`src/rtl/fifo_ctrl_pkg.sv`:
```
// Shared types and constants for the FIFO access controller.
// Optional statistics counters are enabled with the FIFO_CTRL_STATS_EN macro.
package fifo_ctrl_pkg;

  // Write sequencer: decide/grant in W_IDLE, strobe the FIFO in W_ISSUE.
  typedef enum logic {
    W_IDLE  = 1'b0,
    W_ISSUE = 1'b1
  } wr_state_t;

  // Read sequencer: pop in R_ISSUE, present the captured word in R_DONE.
  typedef enum logic [1:0] {
    R_IDLE  = 2'd0,
    R_ISSUE = 2'd1,
    R_DONE  = 2'd2
  } rd_state_t;

  // Width of the optional statistics counters.
  localparam int STAT_W = 16;

endpackage

```
`src/rtl/rr_arbiter.sv`:
```
// Combinational round-robin arbiter: picks the first asserted request at or
// above ptr, wrapping modulo N_REQ. The pointer itself lives in the parent.
module rr_arbiter #(
  parameter int N_REQ = 4,
  parameter int IDX_W = (N_REQ > 1) ? $clog2(N_REQ) : 1
) (
  input  logic [N_REQ-1:0] req,
  input  logic [IDX_W-1:0] ptr,
  output logic [N_REQ-1:0] grant,
  output logic [IDX_W-1:0] grant_idx
);

  // Scan requesters starting at ptr; the first hit wins.
  always_comb begin
    int pos;
    logic found;
    logic [IDX_W-1:0] sel;
    grant     = '0;
    grant_idx = '0;
    found     = 1'b0;
    pos       = 0;
    sel       = '0;
    for (int k = 0; k < N_REQ; k++) begin
      pos = int'(ptr) + k;
      if (pos >= N_REQ) pos = pos - N_REQ;
      sel = IDX_W'(pos);
      if (!found && req[sel]) begin
        found      = 1'b1;
        grant[sel] = 1'b1;
        grant_idx  = sel;
      end
    end
  end

endmodule

```
`src/rtl/fifo_access_ctrl.sv`:
```
// FIFO access controller: round-robin write arbitration among N_REQ requesters
// and a single reader, each turned into one-cycle FIFO strobes. All outputs are
// registered. Define FIFO_CTRL_STATS_EN to add wr_cnt/rd_cnt/full_stall_cnt.
module fifo_access_ctrl
  import fifo_ctrl_pkg::*;
#(
  parameter int D_WIDTH = 8,
  parameter int N_REQ   = 4
) (
  input  logic                       clk,
  input  logic                       reset,
  input  logic [N_REQ-1:0]           req_wr,
  input  logic [N_REQ*D_WIDTH-1:0]   req_data,
  output logic [N_REQ-1:0]           ack_wr,
  input  logic                       rd_req,
  output logic                       rd_valid,
  output logic [D_WIDTH-1:0]         rd_data,
  input  logic                       fifo_full,
  input  logic                       fifo_empty,
  input  logic [D_WIDTH-1:0]         fifo_rd_data,
  output logic                       fifo_wr,
  output logic                       fifo_rd,
  output logic [D_WIDTH-1:0]         fifo_wr_data
`ifdef FIFO_CTRL_STATS_EN
  ,
  output logic [STAT_W-1:0]          wr_cnt,
  output logic [STAT_W-1:0]          rd_cnt,
  output logic [STAT_W-1:0]          full_stall_cnt
`endif
);

  localparam int IDX_W = (N_REQ > 1) ? $clog2(N_REQ) : 1;

  wr_state_t          wr_state;
  rd_state_t          rd_state;
  logic [IDX_W-1:0]   rr_ptr;
  logic [N_REQ-1:0]   grant;
  logic [IDX_W-1:0]   grant_idx;
  logic [D_WIDTH-1:0] data_arr [N_REQ];
  logic               wr_start;
  logic               rd_start;

  // Unpack the flat requester data bus into one word per requester.
  for (genvar gi = 0; gi < N_REQ; gi++) begin : g_unpack
    assign data_arr[gi] = req_data[gi*D_WIDTH +: D_WIDTH];
  end

  rr_arbiter #(
    .N_REQ (N_REQ),
    .IDX_W (IDX_W)
  ) u_arb (
    .req       (req_wr),
    .ptr       (rr_ptr),
    .grant     (grant),
    .grant_idx (grant_idx)
  );

  assign wr_start = (wr_state == W_IDLE) && (|req_wr) && !fifo_full;
  assign rd_start = (rd_state == R_IDLE) && rd_req && !fifo_empty;

  // Write sequencer: register the winner, its data and ack, then drop back to idle.
  always_ff @(posedge clk or posedge reset) begin
    if (reset) begin
      wr_state     <= W_IDLE;
      fifo_wr      <= 1'b0;
      ack_wr       <= '0;
      fifo_wr_data <= '0;
      rr_ptr       <= '0;
    end else begin
      case (wr_state)
        W_IDLE: begin
          if (wr_start) begin
            wr_state     <= W_ISSUE;
            fifo_wr      <= 1'b1;
            ack_wr       <= grant;
            fifo_wr_data <= data_arr[grant_idx];
            rr_ptr       <= (grant_idx == IDX_W'(N_REQ - 1)) ? '0 : grant_idx + IDX_W'(1);
          end
        end
        default: begin
          wr_state <= W_IDLE;
          fifo_wr  <= 1'b0;
          ack_wr   <= '0;
        end
      endcase
    end
  end

  // Read sequencer: pop, capture the show-ahead head word, then flag it valid.
  always_ff @(posedge clk or posedge reset) begin
    if (reset) begin
      rd_state <= R_IDLE;
      fifo_rd  <= 1'b0;
      rd_valid <= 1'b0;
      rd_data  <= '0;
    end else begin
      case (rd_state)
        R_IDLE: begin
          if (rd_start) begin
            rd_state <= R_ISSUE;
            fifo_rd  <= 1'b1;
          end
        end
        R_ISSUE: begin
          rd_state <= R_DONE;
          fifo_rd  <= 1'b0;
          rd_valid <= 1'b1;
          rd_data  <= fifo_rd_data;
        end
        R_DONE: begin
          rd_state <= R_IDLE;
          rd_valid <= 1'b0;
        end
        default: begin
          rd_state <= R_IDLE;
          fifo_rd  <= 1'b0;
          rd_valid <= 1'b0;
        end
      endcase
    end
  end

`ifdef FIFO_CTRL_STATS_EN
  // Statistics: wrapping strobe counters and a saturating full-stall counter.
  always_ff @(posedge clk or posedge reset) begin
    if (reset) begin
      wr_cnt         <= '0;
      rd_cnt         <= '0;
      full_stall_cnt <= '0;
    end else begin
      if (fifo_wr) wr_cnt <= wr_cnt + STAT_W'(1);
      if (fifo_rd) rd_cnt <= rd_cnt + STAT_W'(1);
      if ((wr_state == W_IDLE) && (|req_wr) && fifo_full && (full_stall_cnt != '1))
        full_stall_cnt <= full_stall_cnt + STAT_W'(1);
    end
  end
`endif

endmodule
```
`config.mk`:
```
export PLATFORM = sky130hd
export DESIGN_NAME = fifo_access_ctrl
export DESIGN_NICKNAME = d
export VERILOG_FILES = /design/src/rtl/fifo_ctrl_pkg.sv /design/src/rtl/rr_arbiter.sv /design/src/rtl/fifo_access_ctrl.sv
export SDC_FILE = /design/constraint.sdc
export NUM_CORES = 1
export LEC_CHECK = 0
export BUFFER_PORTS_ARGS = -buffer_cell sky130_fd_sc_hd__buf_2
export CORE_MARGIN = 1
export CORE_UTILIZATION = 48
export DETAILED_ROUTE_END_ITERATION = 6
export PLACE_DENSITY_LB_ADDON = 0.05
export SLEW_MARGIN = 25
export SYNTH_ARGS = -nofsm -noshare
export SYNTH_HDL_FRONTEND = slang
export SYNTH_HIERARCHICAL = 1
export SYNTH_SLANG_ARGS = --single-unit
```
`constraint.sdc`:
```
create_clock -name clk -period 4.1 [get_ports clk]
set_input_delay 0.615 -clock clk [delete_from_list [all_inputs] [get_ports clk]]
set_output_delay 0.615 -clock clk [all_outputs]
set_load 0.02 [all_outputs]
```
==> out/results.ini <==
[outcome]
status = complete, no violations

[sta]
tightest_slew_ns = 0.6760
finalSetupTns_ns = 0
period_share_pct = 84.81
final_hold_viol_count = 0
fmax_mhz = 287.6
rsz0062_at_grt = false
skew_ns = 0.008874
fin_crit_ns = 3.477
hold_ws_ns = 0.3154
maxSlewViolCount = 0
setup_viol = 0
slew_headroom_pct = 54.55

[layout]
fillers = 291
layout_commonest_cell = buf_2
finalNetCount = 267
n_antenna_cell = 0
drive_gt1_share_pct = 57.35
syn2layout_area_growth_pct = 24.17
final_cell_mix = 71 x buf_2, 28 x dfrtp_1, 22 x mux2_2

[die]
die_h_um = 62.56
start_util_pct = 51.54
die-area_um2 = 3914
placementRows = 21
die_x_um = 62.56
coreArea_um2 = 3416
ios = 72

[clocking]
numCtsBuffers = 3
clock_sinks = 28
clockRootBuffer = clkbuf_4
cts_resized = 0
postCtsSetupBuffers = 0
h-tree-depth = 1
clock_latency_ns = 0.33
cts-hold-fix-buffers = 0
clock_path_buffers = 2
cts.clk_slew.worst_paths_ns = 0.16
cts_tree = done

[worst_setup_path]
cp-start-kind = flop
end_kind = flop
slowest_delay_ns = 0.65
r2r-end = fifo_wr_data[5]
crit_path_end = fifo_wr_data[5]
path_cells = inv_1 -> ha_1 -> o21ai_0 -> o31ai_1 -> o31a_1 -> mux4_2 -> mux2_2
worstSetupStartpoint = rr_ptr[1]
critical_path_buf_inv_count = 1
cp.depth = 7
crit_family = compound AO/OA/AOI/OAI gates
crit_type = reg2reg
worstRegToRegCells = 7
timing.rr.start = rr_ptr[1]
cp_max_fo = 14
r2r_slack_ns = 0.62
required_ns = 4.32
arrival_ns = 3.70
slowest_stage = o31a_1

[routing]
via_per_inst = 5.436
first_iter_violations = 43
drt-total-wl_mm = 3.744
post-route-drc-count = 0
wl_per_cell_um = 14.57
antenna_left = 0
dr.pass1.iters = 4
num_vias = 1397

[yosys]
synthCells = 144
avgSynthCellArea_um2 = 12.23
yosys.area.top_type = dfrtp_1
synth_fp_nets = 199
ys_top_cells_by_area = dfrtp_1 40%, mux2_2 14%, mux4_2 14%
ys_seq_elements = 28
synth_cell_types = 35
async_flop_share_pct = 100.0
synth_edf_count = 0
ys_warn_count = 6
yosysSeqAreaShare_pct = 39.80
yosysTopAreaCellShare_pct = 39.80
dominantRegCellSynth = dfrtp_1
syn_area_um2 = 1760

[worst_hold_path]
worst_hold_path_type = in2async

[global_route]
antenna_found_initial = 0
grtUsageTotal_pct = 20.58
grt_pass1_vias = 1364
grt_max_degree = 29
grt_pass1_wl_mm = 6.320
grt.overflow.total = 0

[power]
p_leak_uw = 0.001053
power_density_nw_per_um2 = 711.1
vdd_drop_max_mv = 0.3841

[place]
gp_congestion = 0.7574
io_buffers = 71
hpwl_mm = 2.841

[flow_run]
maxCapViolations = 0

[cell usage after synthesis, types with 2 or more instances]
master    number
dfrtp_1       28
mux2_2        22
mux4_2        11
nand2_1       10
o21ai_0        9
inv_1          7
nor2_1         7
ha_1           6
a221o_2        4
buf_2          4
nor2b_1        4
clkbuf_2       3
a31oi_1        2
and3b_1        2
buf_6          2
mux2i_1        2
nand2b_1       2
nor3b_1        2
[layout make-up]
class	count	area, um^2	area share, %
Multi-Input combinational cell	99	978.4	44.76
Sequential cell	28	700.7	32.05
Timing Repair Buffer	73	370.4	16.94
Tap cell	46	57.56	2.633
Clock inverter	1	30.03	1.374
Inverter	7	26.28	1.202
Clock buffer	3	22.52	1.030
[cells by family after synthesis]
kind of cell	share of synthesized area, %
multiplexers	29.28
AND/OR/NAND/NOR	10.73
flip-flops	39.80
AO/OA/AOI/OAI	10.95
buffers and inverters	4.975
adder cells (fa/ha/maj)	4.264
[worst min-delay path by stage]
stage / cells past startpoint / from / end
6_report: 2 / reset / rd_data[5]
5_1_grt: 2 / reset / rd_data[6]
4_1_cts: 2 / fifo_empty / rd_state[0]
3_5_place_dp: 1 / rd_state[1] / rd_valid
3_3_place_gp: 1 / rd_state[1] / rd_valid
2_1_floorplan: 1 / rd_state[1] / rd_valid
[report_power, final]
group          switching (uW)  internal, uW  total, uW
Clock                    81.9          98.8        181
Sequential               63.9           372        436
Combinational             475           462        937
Total                     621           933       1550
[per-layer routing]
metal / global-route usage (%) / wire length [um] / up-vias
met5: 0 / 0 / -
met4: 5.233 / 8 / 0
met3: 4.015 / 218 / 2
met2: 37.23 / 2036 / 49
met1: 24.88 / 1480 / 682
li1: - / - / 664
[metrics by stage]
step           worst slack, ns  instances  instance area (um^2)  utilization [%]  total power (uW)
2_1_floorplan            1.083        144                  1760                -              1175
3_3_place_gp            0.8062        252                  2120            62.05              1339
3_5_place_dp            0.6135        252                  2120            62.05              1381
4_1_cts                 0.5930        256                  2172            63.59              1563
5_1_grt                 0.3691        257                  2186            63.99              1683
6_report                0.6230        257                  2186            63.99              1554
[state kept, by name, indices dropped and copies added (netlist names)]
register      flops
fifo_wr_data      8
rd_data           8
ack_wr            4
rd_state          2
rr_ptr            2
fifo_rd           1
fifo_wr           1
rd_valid          1
wr_state          1
(Power assumes the default switching activity.)
